File: src/rtl/ckmon_pkg.sv
// Shared types, opcode field positions and helpers for the microcode checkpoint monitor.
package ckmon_pkg;

    localparam int unsigned CKMON_PC_W = 12;

    localparam logic [3:0] SQI_CONT = 4'd14;
    localparam logic [1:0] MAP_PE   = 2'd0;

    // Positions in the zero-based x_opcode vector (microcode field bit k lives at k-1).
    localparam int unsigned SQI_HI  = 111;
    localparam int unsigned SQI_LO  = 108;
    localparam int unsigned ADDR_HI = 107;
    localparam int unsigned ADDR_LO = 96;
    localparam int unsigned MAP_HI  = 95;
    localparam int unsigned MAP_LO  = 94;

    typedef enum logic [1:0] {
        KindPass = 2'd0,
        KindSkip = 2'd1,
        KindFail = 2'd2,
        KindDone = 2'd3
    } ckmon_kind_e;

    typedef enum logic [2:0] {
        StIdle,
        StRun,
        StRedir,
        StEndPass,
        StEndFail,
        StEndTmo
    } ckmon_state_e;

    typedef enum logic [1:0] {
        StatusBusy    = 2'd0,
        StatusPass    = 2'd1,
        StatusFail    = 2'd2,
        StatusTimeout = 2'd3
    } ckmon_status_e;

    typedef struct packed {
        logic                  valid;
        ckmon_kind_e           kind;
        logic [CKMON_PC_W-1:0] from;
        logic [CKMON_PC_W-1:0] to;
        logic [CKMON_PC_W-1:0] target;
    } ckmon_entry_t;

    function automatic logic [15:0] sat_inc16(input logic [15:0] v);
        return (v == 16'hFFFF) ? v : v + 16'd1;
    endfunction

endpackage

File: src/rtl/ckmon_if.sv
// Sequencer-side observation and redirect handshake seen by the checkpoint monitor.
interface ckmon_if #(
    parameter int unsigned PC_W = 12,
    parameter int unsigned OP_W = 112
);
    logic            x_valid;
    logic [PC_W-1:0] x_pc;
    logic [OP_W-1:0] x_opcode;
    logic [PC_W-1:0] f_pc;
    logic            redir_valid;
    logic [PC_W-1:0] redir_pc;
    logic            redir_ready;

    modport master (
        output x_valid, x_pc, x_opcode, f_pc, redir_ready,
        input  redir_valid, redir_pc
    );

    modport slave (
        input  x_valid, x_pc, x_opcode, f_pc, redir_ready,
        output redir_valid, redir_pc
    );
endinterface

File: src/rtl/ckmon_match.sv
// Combinational checkpoint table compare with per-kind lowest-index priority encoders.
module ckmon_match import ckmon_pkg::*; #(
    parameter int unsigned PC_W       = 12,
    parameter int unsigned OP_W       = 112,
    parameter int unsigned NUM_CHECKS = 16,
    localparam int unsigned IDX_W     = $clog2(NUM_CHECKS),
    localparam int unsigned ENTRY_W   = 3 + 3 * PC_W
) (
    input  logic                  en,
    input  logic [PC_W-1:0]       x_pc,
    input  logic [OP_W-1:0]       x_opcode,
    input  logic [PC_W-1:0]       f_pc,
    input  logic [ENTRY_W-1:0]    tbl [NUM_CHECKS],
    output logic [NUM_CHECKS-1:0] hit_pass,
    output logic                  any_fail,
    output logic                  any_done,
    output logic                  any_skip,
    output logic [IDX_W-1:0]      idx_pass,
    output logic [PC_W-1:0]       skip_target,
    output logic                  win_valid,
    output ckmon_kind_e           win_kind,
    output logic [IDX_W-1:0]      win_idx
);

    typedef struct packed {
        logic            valid;
        ckmon_kind_e     kind;
        logic [PC_W-1:0] from;
        logic [PC_W-1:0] to;
        logic [PC_W-1:0] target;
    } entry_t;

    logic [NUM_CHECKS-1:0] hit_skip, hit_fail, hit_done;
    logic [IDX_W-1:0]      idx_skip, idx_fail, idx_done;
    logic [PC_W-1:0]       addr;
    logic                  pass_op;

    assign addr    = PC_W'(x_opcode[ADDR_HI:ADDR_LO]);
    assign pass_op = (x_opcode[SQI_HI:SQI_LO] == SQI_CONT) && (x_opcode[MAP_HI:MAP_LO] == MAP_PE);

    function automatic logic [IDX_W-1:0] lowest(input logic [NUM_CHECKS-1:0] v);
        logic [IDX_W-1:0] r;
        r = '0;
        for (int i = NUM_CHECKS - 1; i >= 0; i--) begin
            if (v[i]) r = IDX_W'(i);
        end
        return r;
    endfunction

    always_comb begin
        entry_t e;
        e        = '0;
        hit_pass = '0;
        hit_skip = '0;
        hit_fail = '0;
        hit_done = '0;
        for (int i = 0; i < NUM_CHECKS; i++) begin
            e = entry_t'(tbl[i]);
            if (en && e.valid) begin
                case (e.kind)
                    KindPass: hit_pass[i] = pass_op && (addr == e.from);
                    KindSkip: hit_skip[i] = (x_pc == e.from) && (f_pc == e.to);
                    KindFail: hit_fail[i] = (x_pc == e.from);
                    KindDone: hit_done[i] = (x_pc == e.from);
                    default:  ;
                endcase
            end
        end
    end

    assign idx_pass = lowest(hit_pass);
    assign idx_skip = lowest(hit_skip);
    assign idx_fail = lowest(hit_fail);
    assign idx_done = lowest(hit_done);
    assign any_fail = |hit_fail;
    assign any_done = |hit_done;
    assign any_skip = |hit_skip;

    always_comb begin
        entry_t s;
        s           = entry_t'(tbl[idx_skip]);
        skip_target = s.target;
    end

    always_comb begin
        win_valid = 1'b1;
        win_kind  = KindPass;
        win_idx   = idx_pass;
        if (any_fail) begin
            win_kind = KindFail;
            win_idx  = idx_fail;
        end else if (any_done) begin
            win_kind = KindDone;
            win_idx  = idx_done;
        end else if (any_skip) begin
            win_kind = KindSkip;
            win_idx  = idx_skip;
        end else if (!(|hit_pass)) begin
            win_valid = 1'b0;
        end
    end

endmodule

File: src/rtl/ucode_checkpoint_monitor.sv
// Checkpoint monitor top: table registers, run FSM, watchdog, events and counters.
// Define CKMON_ORDER_EN to require PASS checkpoints in ascending table order.
module ucode_checkpoint_monitor import ckmon_pkg::*; #(
    parameter int unsigned PC_W       = 12,
    parameter int unsigned OP_W       = 112,
    parameter int unsigned NUM_CHECKS = 16,
    parameter int unsigned LIMIT_W    = 32,
    localparam int unsigned IDX_W     = $clog2(NUM_CHECKS),
    localparam int unsigned ENTRY_W   = 2 + 3 * PC_W + 1
) (
    input  logic                  clk,
    input  logic                  reset_n,
    ckmon_if.slave                bus,
    input  logic                  tbl_we,
    input  logic [IDX_W-1:0]      tbl_idx,
    input  logic [ENTRY_W-1:0]    tbl_entry,
    input  logic [LIMIT_W-1:0]    limit,
    input  logic                  start,
    input  logic                  clear,
    output logic                  evt_valid,
    output logic [1:0]            evt_kind,
    output logic [IDX_W-1:0]      evt_idx,
    output logic [NUM_CHECKS-1:0] pass_mask,
    output logic [15:0]           pass_count,
    output logic [15:0]           skip_count,
    output logic [1:0]            status,
    output logic                  done
);

    ckmon_state_e          state_q, state_d;
    logic [ENTRY_W-1:0]    tbl_q [NUM_CHECKS];
    logic [LIMIT_W-1:0]    limit_q, limit_d, cnt_q, cnt_d;
    logic                  evt_valid_q, evt_valid_d;
    ckmon_kind_e           evt_kind_q, evt_kind_d;
    logic [IDX_W-1:0]      evt_idx_q, evt_idx_d;
    logic [NUM_CHECKS-1:0] pass_mask_q, pass_mask_d;
    logic [15:0]           pass_cnt_q, pass_cnt_d, skip_cnt_q, skip_cnt_d;
    logic [PC_W-1:0]       redir_pc_q, redir_pc_d;
    ckmon_status_e         status_s;

    logic [NUM_CHECKS-1:0] hit_pass;
    logic                  any_fail, any_done, any_skip, win_valid, order_err, tmo;
    logic [IDX_W-1:0]      idx_pass, win_idx;
    logic [PC_W-1:0]       skip_target;
    ckmon_kind_e           win_kind;

    ckmon_match #(
        .PC_W       (PC_W),
        .OP_W       (OP_W),
        .NUM_CHECKS (NUM_CHECKS)
    ) u_match (
        .en          (state_q == StRun && bus.x_valid),
        .x_pc        (bus.x_pc),
        .x_opcode    (bus.x_opcode),
        .f_pc        (bus.f_pc),
        .tbl         (tbl_q),
        .hit_pass    (hit_pass),
        .any_fail    (any_fail),
        .any_done    (any_done),
        .any_skip    (any_skip),
        .idx_pass    (idx_pass),
        .skip_target (skip_target),
        .win_valid   (win_valid),
        .win_kind    (win_kind),
        .win_idx     (win_idx)
    );

`ifdef CKMON_ORDER_EN
    logic [IDX_W-1:0] last_idx_q, last_idx_d;

    assign order_err = (|hit_pass) && (idx_pass < last_idx_q);

    always_comb begin
        last_idx_d = last_idx_q;
        if (state_q == StIdle && start) begin
            last_idx_d = '0;
        end else if (|hit_pass && !order_err) begin
            last_idx_d = idx_pass;
        end
    end

    always_ff @(posedge clk or negedge reset_n) begin
        if (!reset_n) last_idx_q <= '0;
        else          last_idx_q <= last_idx_d;
    end
`else
    assign order_err = 1'b0;
`endif

    // limit of zero disables the watchdog; the counter is left free-running.
    assign tmo = (limit_q != '0) && (cnt_q == limit_q - LIMIT_W'(1));

    always_comb begin
        state_d     = state_q;
        limit_d     = limit_q;
        cnt_d       = cnt_q;
        evt_valid_d = 1'b0;
        evt_kind_d  = evt_kind_q;
        evt_idx_d   = evt_idx_q;
        pass_mask_d = pass_mask_q;
        pass_cnt_d  = pass_cnt_q;
        skip_cnt_d  = skip_cnt_q;
        redir_pc_d  = redir_pc_q;
        unique case (state_q)
            StIdle: begin
                if (start) begin
                    state_d     = StRun;
                    limit_d     = limit;
                    cnt_d       = '0;
                    pass_mask_d = '0;
                    pass_cnt_d  = '0;
                    skip_cnt_d  = '0;
                end
            end
            StRun: begin
                cnt_d = cnt_q + LIMIT_W'(1);
                if (win_valid) begin
                    evt_valid_d = 1'b1;
                    evt_kind_d  = win_kind;
                    evt_idx_d   = win_idx;
                end
                if (order_err && !any_fail) begin
                    evt_kind_d = KindFail;
                    evt_idx_d  = idx_pass;
                end
                if (|hit_pass && !order_err) begin
                    pass_mask_d = pass_mask_q | hit_pass;
                    pass_cnt_d  = sat_inc16(pass_cnt_q);
                end
                if (any_fail || order_err) begin
                    state_d = StEndFail;
                end else if (any_done) begin
                    state_d = StEndPass;
                end else if (tmo) begin
                    state_d = StEndTmo;
                end else if (any_skip) begin
                    state_d    = StRedir;
                    redir_pc_d = skip_target;
                    skip_cnt_d = sat_inc16(skip_cnt_q);
                end
            end
            StRedir: begin
                cnt_d = cnt_q + LIMIT_W'(1);
                if (tmo) begin
                    state_d = StEndTmo;
                end else if (bus.redir_ready) begin
                    state_d = StRun;
                end
            end
            StEndPass, StEndFail, StEndTmo: begin
                if (clear) state_d = StIdle;
            end
            default: state_d = StIdle;
        endcase
    end

    always_ff @(posedge clk or negedge reset_n) begin
        if (!reset_n) begin
            state_q     <= StIdle;
            limit_q     <= '0;
            cnt_q       <= '0;
            evt_valid_q <= 1'b0;
            evt_kind_q  <= KindPass;
            evt_idx_q   <= '0;
            pass_mask_q <= '0;
            pass_cnt_q  <= '0;
            skip_cnt_q  <= '0;
            redir_pc_q  <= '0;
        end else begin
            state_q     <= state_d;
            limit_q     <= limit_d;
            cnt_q       <= cnt_d;
            evt_valid_q <= evt_valid_d;
            evt_kind_q  <= evt_kind_d;
            evt_idx_q   <= evt_idx_d;
            pass_mask_q <= pass_mask_d;
            pass_cnt_q  <= pass_cnt_d;
            skip_cnt_q  <= skip_cnt_d;
            redir_pc_q  <= redir_pc_d;
        end
    end

    always_ff @(posedge clk or negedge reset_n) begin
        if (!reset_n) begin
            for (int i = 0; i < NUM_CHECKS; i++) tbl_q[i] <= '0;
        end else if (tbl_we && state_q == StIdle) begin
            tbl_q[tbl_idx] <= tbl_entry;
        end
    end

    always_comb begin
        status_s = StatusBusy;
        case (state_q)
            StEndPass: status_s = StatusPass;
            StEndFail: status_s = StatusFail;
            StEndTmo:  status_s = StatusTimeout;
            default:   status_s = StatusBusy;
        endcase
    end

    assign status          = status_s;
    assign done            = (state_q == StEndPass) || (state_q == StEndFail) ||
                             (state_q == StEndTmo);
    assign evt_valid       = evt_valid_q;
    assign evt_kind        = evt_kind_q;
    assign evt_idx         = evt_idx_q;
    assign pass_mask       = pass_mask_q;
    assign pass_count      = pass_cnt_q;
    assign skip_count      = skip_cnt_q;
    assign bus.redir_valid = (state_q == StRedir);
    assign bus.redir_pc    = redir_pc_q;

endmodule

File: src/flat_wrapper.sv
// flat-port wrapper written by rule: the top's interface ports become plain ports
module ucode_checkpoint_monitor_flat import ckmon_pkg::*;
#(
    parameter int unsigned PC_W       = 12,
    parameter int unsigned OP_W       = 112,
    parameter int unsigned NUM_CHECKS = 16,
    parameter int unsigned LIMIT_W    = 32,
    localparam int unsigned IDX_W     = $clog2(NUM_CHECKS),
    localparam int unsigned ENTRY_W   = 2 + 3 * PC_W + 1
)
  (clk, reset_n, tbl_we, tbl_idx, tbl_entry, limit, start, clear, evt_valid, evt_kind, evt_idx, pass_mask, pass_count, skip_count, status, done, bus_x_valid, bus_x_pc, bus_x_opcode, bus_f_pc, bus_redir_ready, bus_redir_valid, bus_redir_pc);
  ckmon_if #(.PC_W(PC_W), .OP_W(OP_W)) bus_i ();
  input  logic clk;
  input  logic reset_n;
  input  logic tbl_we;
  input  logic [IDX_W-1:0] tbl_idx;
  input  logic [ENTRY_W-1:0] tbl_entry;
  input  logic [LIMIT_W-1:0] limit;
  input  logic start;
  input  logic clear;
  output logic evt_valid;
  output logic [1:0] evt_kind;
  output logic [IDX_W-1:0] evt_idx;
  output logic [NUM_CHECKS-1:0] pass_mask;
  output logic [15:0] pass_count;
  output logic [15:0] skip_count;
  output logic [1:0] status;
  output logic done;
  input wire logic [$bits(bus_i.x_valid)-1:0] bus_x_valid;
  input wire logic [$bits(bus_i.x_pc)-1:0] bus_x_pc;
  input wire logic [$bits(bus_i.x_opcode)-1:0] bus_x_opcode;
  input wire logic [$bits(bus_i.f_pc)-1:0] bus_f_pc;
  input wire logic [$bits(bus_i.redir_ready)-1:0] bus_redir_ready;
  output wire logic [$bits(bus_i.redir_valid)-1:0] bus_redir_valid;
  output wire logic [$bits(bus_i.redir_pc)-1:0] bus_redir_pc;
  assign bus_i.x_valid = bus_x_valid;
  assign bus_i.x_pc = bus_x_pc;
  assign bus_i.x_opcode = bus_x_opcode;
  assign bus_i.f_pc = bus_f_pc;
  assign bus_i.redir_ready = bus_redir_ready;
  assign bus_redir_valid = bus_i.redir_valid;
  assign bus_redir_pc = bus_i.redir_pc;
  ucode_checkpoint_monitor #(.PC_W(PC_W), .OP_W(OP_W), .NUM_CHECKS(NUM_CHECKS), .LIMIT_W(LIMIT_W)) u_core (.clk(clk), .reset_n(reset_n), .bus(bus_i), .tbl_we(tbl_we), .tbl_idx(tbl_idx), .tbl_entry(tbl_entry), .limit(limit), .start(start), .clear(clear), .evt_valid(evt_valid), .evt_kind(evt_kind), .evt_idx(evt_idx), .pass_mask(pass_mask), .pass_count(pass_count), .skip_count(skip_count), .status(status), .done(done));
endmodule
File: config.mk
export PLATFORM = sky130hd
export DESIGN_NAME = ucode_checkpoint_monitor_flat
export DESIGN_NICKNAME = d
export VERILOG_FILES = /design/src/rtl/ckmon_pkg.sv /design/src/rtl/ckmon_if.sv /design/src/rtl/ckmon_match.sv /design/src/rtl/ucode_checkpoint_monitor.sv /design/src/flat_wrapper.sv
export SDC_FILE = /design/constraint.sdc
export NUM_CORES = 2
export LEC_CHECK = 0
export ABC_CLOCK_PERIOD_IN_PS = 3800
export BUFFER_PORTS_ARGS = -buffer_cell sky130_fd_sc_hd__buf_2
export CORE_MARGIN = 4
export CORE_UTILIZATION = 55
export CTS_CLUSTER_DIAMETER = 80
export CTS_CLUSTER_SIZE = 10
export DETAILED_ROUTE_END_ITERATION = 10
export PLACE_DENSITY_LB_ADDON = 0.12
export SKIP_LAST_GASP = 1
export SLEW_MARGIN = 20
export SYNTH_ARGS = -nofsm -noshare
export SYNTH_HDL_FRONTEND = slang
export SYNTH_SLANG_ARGS = --single-unit
File: constraint.sdc
create_clock -name clk -period 3.8 [get_ports clk]
set_input_delay 0.76 -clock clk [delete_from_list [all_inputs] [get_ports clk]]
set_output_delay 0.76 -clock clk [all_outputs]
set_load 0.01 [all_outputs]
Word level (Yosys, flattened, before mapping) --
Index checks and enable logic that the tools add are counted.
Storage, ports and cells: output and inout bits 71, input bits 218, register bits 758
Operators by class: mux-type cells 234, equality and inequality tests 116, bitwise operators 6, reduce and logical (&&, ||, !) cells 90, magnitude comparators 3, add/subtract/negate cells 4
Operators with widths (number):
- bitwise mux 624 bit | 1
- == test 12 bit | 48
- two-way mux 4 bit | 67
- binary-select mux 39 bit (select 4 bit) | 1
- demux 39 bit (select 4 bit) | 1
- two-way mux 16 bit | 9
- two-way mux 1 bit | 135
- case mux 16 bit (2 select lines) | 3
- == test 2 bit, second input constant | 32
- case mux 32 bit (2 select lines) | 1
- OR reduction 16 bit | 4
- logical AND 1 bit | 53
- two-way mux 39 bit | 1
- logical NOT 2 bit | 17
- adder 16 x 1 -> 16 bit, second input constant | 2
- adder 32 x 1 -> 32 bit, second input constant | 1
- == test 16 bit, second input constant | 2
- == test 2 x 1 -> 1 bit, second input constant | 16
- == test 32 bit | 1
- two-way mux 32 bit | 1
- nonzero test 32 bit | 1
- subtractor 32 x 1 -> 32 bit, second input constant | 1
- two-way mux 12 bit | 2
- two-way mux 3 bit | 8
- other kinds (26) | 45

Logic depth before layout (Yosys ltp) --
word-level depth 24, mapped depth 16, mapped depth without buffers 12

Cells and area by module --
From an unflattened synthesis, not the netlist that was laid out.
Second synthesis, totals: cells, all modules 3699, area, all modules 41655.0 um2
Modules (own cells, without submodules):
- ucode_checkpoint_monitor | area each 30501.8 um2, instances 1, cells each 2175
- ckmon_match | area each 11153.2 um2, instances 1, cells each 1524

Least setup slack after synthesis --
Ideal clock, no wire load.
path kind input -> register, from input port bus_x_pc[0], to register u_core.redir_pc_q[10], in the netlist u_core.bus.redir_pc[10], required time 3667 ps, setup slack -415 ps, cell stages on the path 14, arrival time 4082 ps, cells stage by stage clkbuf_1 > buf_2 > xnor2_1 > nand4_1 > nor4_1 > o2bb2a_1 > nand4_1 > and2_1 > clkbuf_1 > clkbuf_1 > mux2i_1 > mux2i_1 > a211oi_1 > a21oi_1
On the way: word-level cells in the longest chain between the ends 24, elaborated cells between the ends (all ways) 154, classes of those cells 16 x eq/ne; 115 x mux; 3 x bitwise; 20 x reduce/logical
Ends and longest elaborated chain:
- start, declared | RTL line flat_wrapper.sv:30 | input wire logic [$bits(bus_i.x_pc)-1:0] bus_x_pc;
- == test 12 bit | RTL line ckmon_match.sv:62, ckmon_match.sv:63, ckmon_match.sv:64
- logical AND 1 bit | RTL line ckmon_match.sv:62 | KindSkip: hit_skip[i] = (x_pc == e.from) && (f_pc == e.to);
- two-way mux 1 bit | RTL line ckmon_match.sv:60 | case (e.kind)
- two-way mux 1 bit | RTL line ckmon_match.sv:59 | if (en && e.valid) begin
- two-way mux 4 bit (16 in a row) | RTL line ckmon_match.sv:45 | if (v[i]) r = IDX_W'(i);
- inverter 4 -> 5 bit (not written as such) | RTL line ckmon_match.sv:81 | s = entry_t'(tbl[idx_skip]);
- binary-select mux 39 bit (select 4 bit) | RTL line ckmon_match.sv:81
- two-way mux 12 bit (not written as such) (2 in a row) | RTL line ckmon_match.sv:81
- end signal, assigned | RTL line ucode_checkpoint_monitor.sv:179 | redir_pc_q <= redir_pc_d;
- end, declared | RTL line ucode_checkpoint_monitor.sv:38 | logic [PC_W-1:0] redir_pc_q, redir_pc_d;
Parallel ways exist; a longest one is shown, timed or not. The select of a mux whose other input is x is not followed. A chain may end at the register's enable or synchronous reset.

Final worst setup path --
from register u_core.limit_q[0], to register u_core.redir_pc_q[1], in the netlist u_core.bus.redir_pc[1]
On the way: word-level cells in the longest chain between the ends 5, elaborated cells between the ends (all ways) 6, classes of those cells 1 x add/sub; 1 x eq/ne; 1 x bitwise; 3 x reduce/logical
Ends and longest elaborated chain:
- start, declared | RTL line ucode_checkpoint_monitor.sv:32 | logic [LIMIT_W-1:0] limit_q, limit_d, cnt_q, cnt_d;
- start signal, assigned | RTL line ucode_checkpoint_monitor.sv:171 | limit_q <= limit_d;
- subtractor 32 x 1 -> 32 bit | RTL line ucode_checkpoint_monitor.sv:91 | assign tmo = (limit_q != '0) && (cnt_q == limit_q - LIMIT_W'(1));
- == test 32 bit | RTL line ucode_checkpoint_monitor.sv:91
- logical AND 1 bit * | RTL line ucode_checkpoint_monitor.sv:91
- inverter 1 bit (no line) *
- AND reduction 5 bit (no line) *
Mark *: on every way between the ends. The rest lies on a longest branch, timed or not.

==> results by group <==
Synthesis
  • Syn Nets: 4302
  • Synth Area in XOR/XNOR: 13.05%
  • Synth Area per Inst: 10.57 sq um
  • Mux cell area share after synthesis: 17.24%
  • Most used DFF post-synth: dfrtp_1
  • Async SR Flop Fraction: 100.0%
  • Sequential area share after synthesis: 43.96%
  • Synth Area in Adders: 0.1160%
  • Largest family of logic cells by synthesized area: multiplexers
  • Syn. warnings: 0
  • Synthesized instance count: 4080
  • Synth Area in Compound Gates: 6.435%
  • Yosys cell types: 82
  • Count of state elements after synthesis: 758
  • Number of synthesized flops with an enable pin: 0
  • Synthesized cell area: 0.04314 sq mm
  • Post-synthesis simple-gate area fraction: 16.23%

STA
  • RSZ-0062 raised after global routing: true
  • Worst-Margin Slew: 1.209 ns
  • Fin crit share: 104.3%
  • Setup TNS: -1.768 ns
  • Slew Limit Fails: 0
  • Post-route setup slack: -0.1622 ns
  • Fmax: 252.4 MHz
  • Endpoints failing hold: 0
  • Slew HR: 18.79%
  • Layout Skew: 0.01776 ns
  • Period minus WS final: 3.962 ns
  • Final setup vio count: 14

Setup path
  • Crit path arrival time: 4.48 ns
  • Buf/Inv on CP: 3
  • Max incr delay on CP: 0.56 ns
  • Slowest-stage cell, CP: or4b_4
  • CP required: 4.32 ns
  • Crit-path max FO: 5
  • Most frequent CP cell: or4b_4
  • Critical Path, Cell by Cell: inv_2, ha_4, or4b_4, or4_4, or3_4, a22oi_2, o2111ai_2, or4_1, or4b_4, nand4_1, buf_6, buf_8, o31ai_2
  • R2r startpoint: u_core.limit_q[0]$_DFFE_PN0P_
  • Class of the most critical setup path: reg -> reg
  • Worst setup startpoint: u_core.limit_q[0]$_DFFE_PN0P_
  • Startpoint types: flip-flop
  • CP endpoint kind: flip-flop
  • CP top delay family: simple AND/OR/NAND/NOR gates

Route
  • Per-cell routed wire length: 25.56 um
  • Vias post-DR: 35.41k
  • Iter 0 DRT Violations: 3225
  • 1st-pass router iterations: 7
  • Drt total wl: 144500 um
  • Residual DRC: 0
  • Vias per inst: 6.263
  • Final ANT Viol Nets: 0

Clock tree
  • Clock sink total: 758
  • Register clock-pin slew on the reported worst setup and hold paths: 0.06 ns
  • CTS tree: done
  • Num CTS Buffers: 86
  • H-tree depth: 3
  • Clock root buffer master: clkbuf_16
  • Worst skew pair latency: 0.65 ns
  • CTS max path bufs: 3

GRT
  • Initial antenna violation count: 4
  • Vias in the first global route: 35.11k
  • Gr ovfl total: 0
  • All-Layer GR Usage: 34.49%
  • First-pass GRT wire length: 216900 um
  • Largest net degree at the start of global routing: 98

Outcome
  • Violated checks: negative setup slack
  • Run status: finished with violations

Layout
  • Final std cells w/o fill: 5654
  • Final net count: 4826
  • Multi-input gate area: 0.02331 sq mm
  • Register area: 0.01897 sq mm
  • Fillers: 6171
  • Area Growth Syn to Fin: 20.33%
  • Fraction of layout cells with a size suffix above 1: 33.67%
  • Final core area utilization: 66.91%

Place
  • GP Congestion: 0.9854
  • DP HPWL: 101100 um
  • IO Port Bufs: 194
  • Pre-CTS WS: -0.6517 ns
  • Placed cell count: 5548

Power and ir drop
  • Pwr dens: 637.7 mW/mm^2
  • Leakage power: 22.92 nW
  • Total Power: 0.03311 W
  • Worst VDD drop: 0.0004537 V

Die
  • Starting Density: 55.60%
  • Chip width: 288.1 um
  • Core box area: 0.07759 sq mm
  • Chip height: 288.1 um
  • FP Rows: 102
  • I/O pin count: 289
  • Die area: 0.08299 sq mm

Job
  • MaxCap Viol Count: 0

Worst hold path
  • Hold Path Class: in -> async
power breakdown:
group          leakage, nW  internal [W]  switching, W
logic                 11.8       0.00616       0.00547
registers             9.97        0.0113       0.00288
clock network         1.11       0.00402       0.00330
final cells by class:
cell class	instances	area share (%)
Multi-Input combinational cell	2997	44.91
Clock inverter	8	0.2121
Antenna cell	4	0.01928
Clock buffer	86	4.145
Timing Repair Buffer	712	11.32
Tap cell	1040	2.506
Inverter	49	0.3543
Sequential cell	758	36.54
sequential cells by signal, summed over array words and instances, names as in the netlist:
name	flops
u_core.bus.redir_pc	12
u_core.evt_kind	2
u_core.state_q	3
u_core.pass_count	16
u_core.skip_count	16
u_core.pass_mask	16
u_core.tbl_q	624
u_core.limit_q	32
u_core.evt_idx	4
u_core.evt_valid	1
u_core.cnt_q	32
synthesized netlist by cell type (all sizes together), types with 18 or more instances:
library cell  count  area, sq um
o21ai            56        280.3
a311oi           24        210.2
inv              49        183.9
nand3           183        920.9
and4             28        245.2
nor2            152        570.6
nand2           319         1197
or4              46        349.1
nor3b            18        135.1
nand2b           21        131.4
mux2            645         7267
clkbuf          216        810.8
dfrtp           758        18970
buf              60        284.0
xnor2           380         3328
nor3             90        455.4
nor4b            20        181.4
nand4           164         1026
a21oi            44        224.0
nor4            155        982.2
and2             24        150.1
xor2            263         2303
o31ai            24        180.2
a211oi           23        172.7
or3              23        143.9
a22oi            33        247.7
worst paths after layout:
path	end	slack, ns	cells past startpoint
max	u_core.bus.redir_pc[1]$_DFFE_PN0P_	-0.16	13
min	u_core.tbl_q[383]$_DFFE_PN0P_	0.13	1
max reg2reg	u_core.bus.redir_pc[1]$_DFFE_PN0P_	-0.16	13
min reg2reg	u_core.evt_kind[1]$_DFFE_PN0P_	0.47	1
max in group asynchronous	u_core.tbl_q[601]$_DFFE_PN0P_	2.57	2
min in group clk	u_core.limit_q[6]$_DFFE_PN0P_	0.30	3
placed cells by master, fill, tap and decap left out, types with 42 or more instances in the layout:
cell type / count
clkbuf_16: 86
buf_4: 437
o21ai_0: 54
buf_2: 193
xnor2_1: 378
inv_1: 47
nand4_1: 164
nor3_1: 86
mux2_2: 644
buf_12: 78
nand2_1: 309
or4_1: 42
xor2_1: 263
dfrtp_1: 758
nor2_1: 150
nand3_1: 181
nor4_1: 138
layer usage:
layer / part of all wire, % / vias up / routed length, um / GRT usage, %
met1: 42 / 17791 / 61390 / 47.40
met3: 7.4 / 375 / 10690 / 5.843
met4: 5.0 / 0 / 7238 / 15.23
li1: - / 15767 / - / -
met2: 45 / 1479 / 65210 / 53.96
met5: 0 / - / 0 / 0
cells by family after synthesis:
family                   Yosys count
buffers and inverters            325
adder cells (fa/ha/maj)            4
AND/OR/NAND/NOR                 1312
multiplexers                     662
flip-flops                       758
AO/OA/AOI/OAI                    376
XOR/XNOR                         643
stage by stage:
stage / area, sq um / hold WS (ns)
after floorplan: 43290 / 0.4644
after global placement: 49290 / 0.4568
after detailed placement: 49290 / 0.4608
after CTS: 51670 / 0.1159
after global routing: 51910 / 0.1516
final: 51920 / 0.1326
repair_timing:
| action | in CTS | in global routing |
|---|---|---|
| hold buffers | 0 | 0 |
| buffers inserted | 2 | 5 |
| pin swaps | 8 | 14 |
| endpoints found under the setup margin | 24 | 36 |
| resized for setup | 19 | 32 |
| cloned | 1 | 0 |
Note: power is estimated with default switching activity, not from simulation.
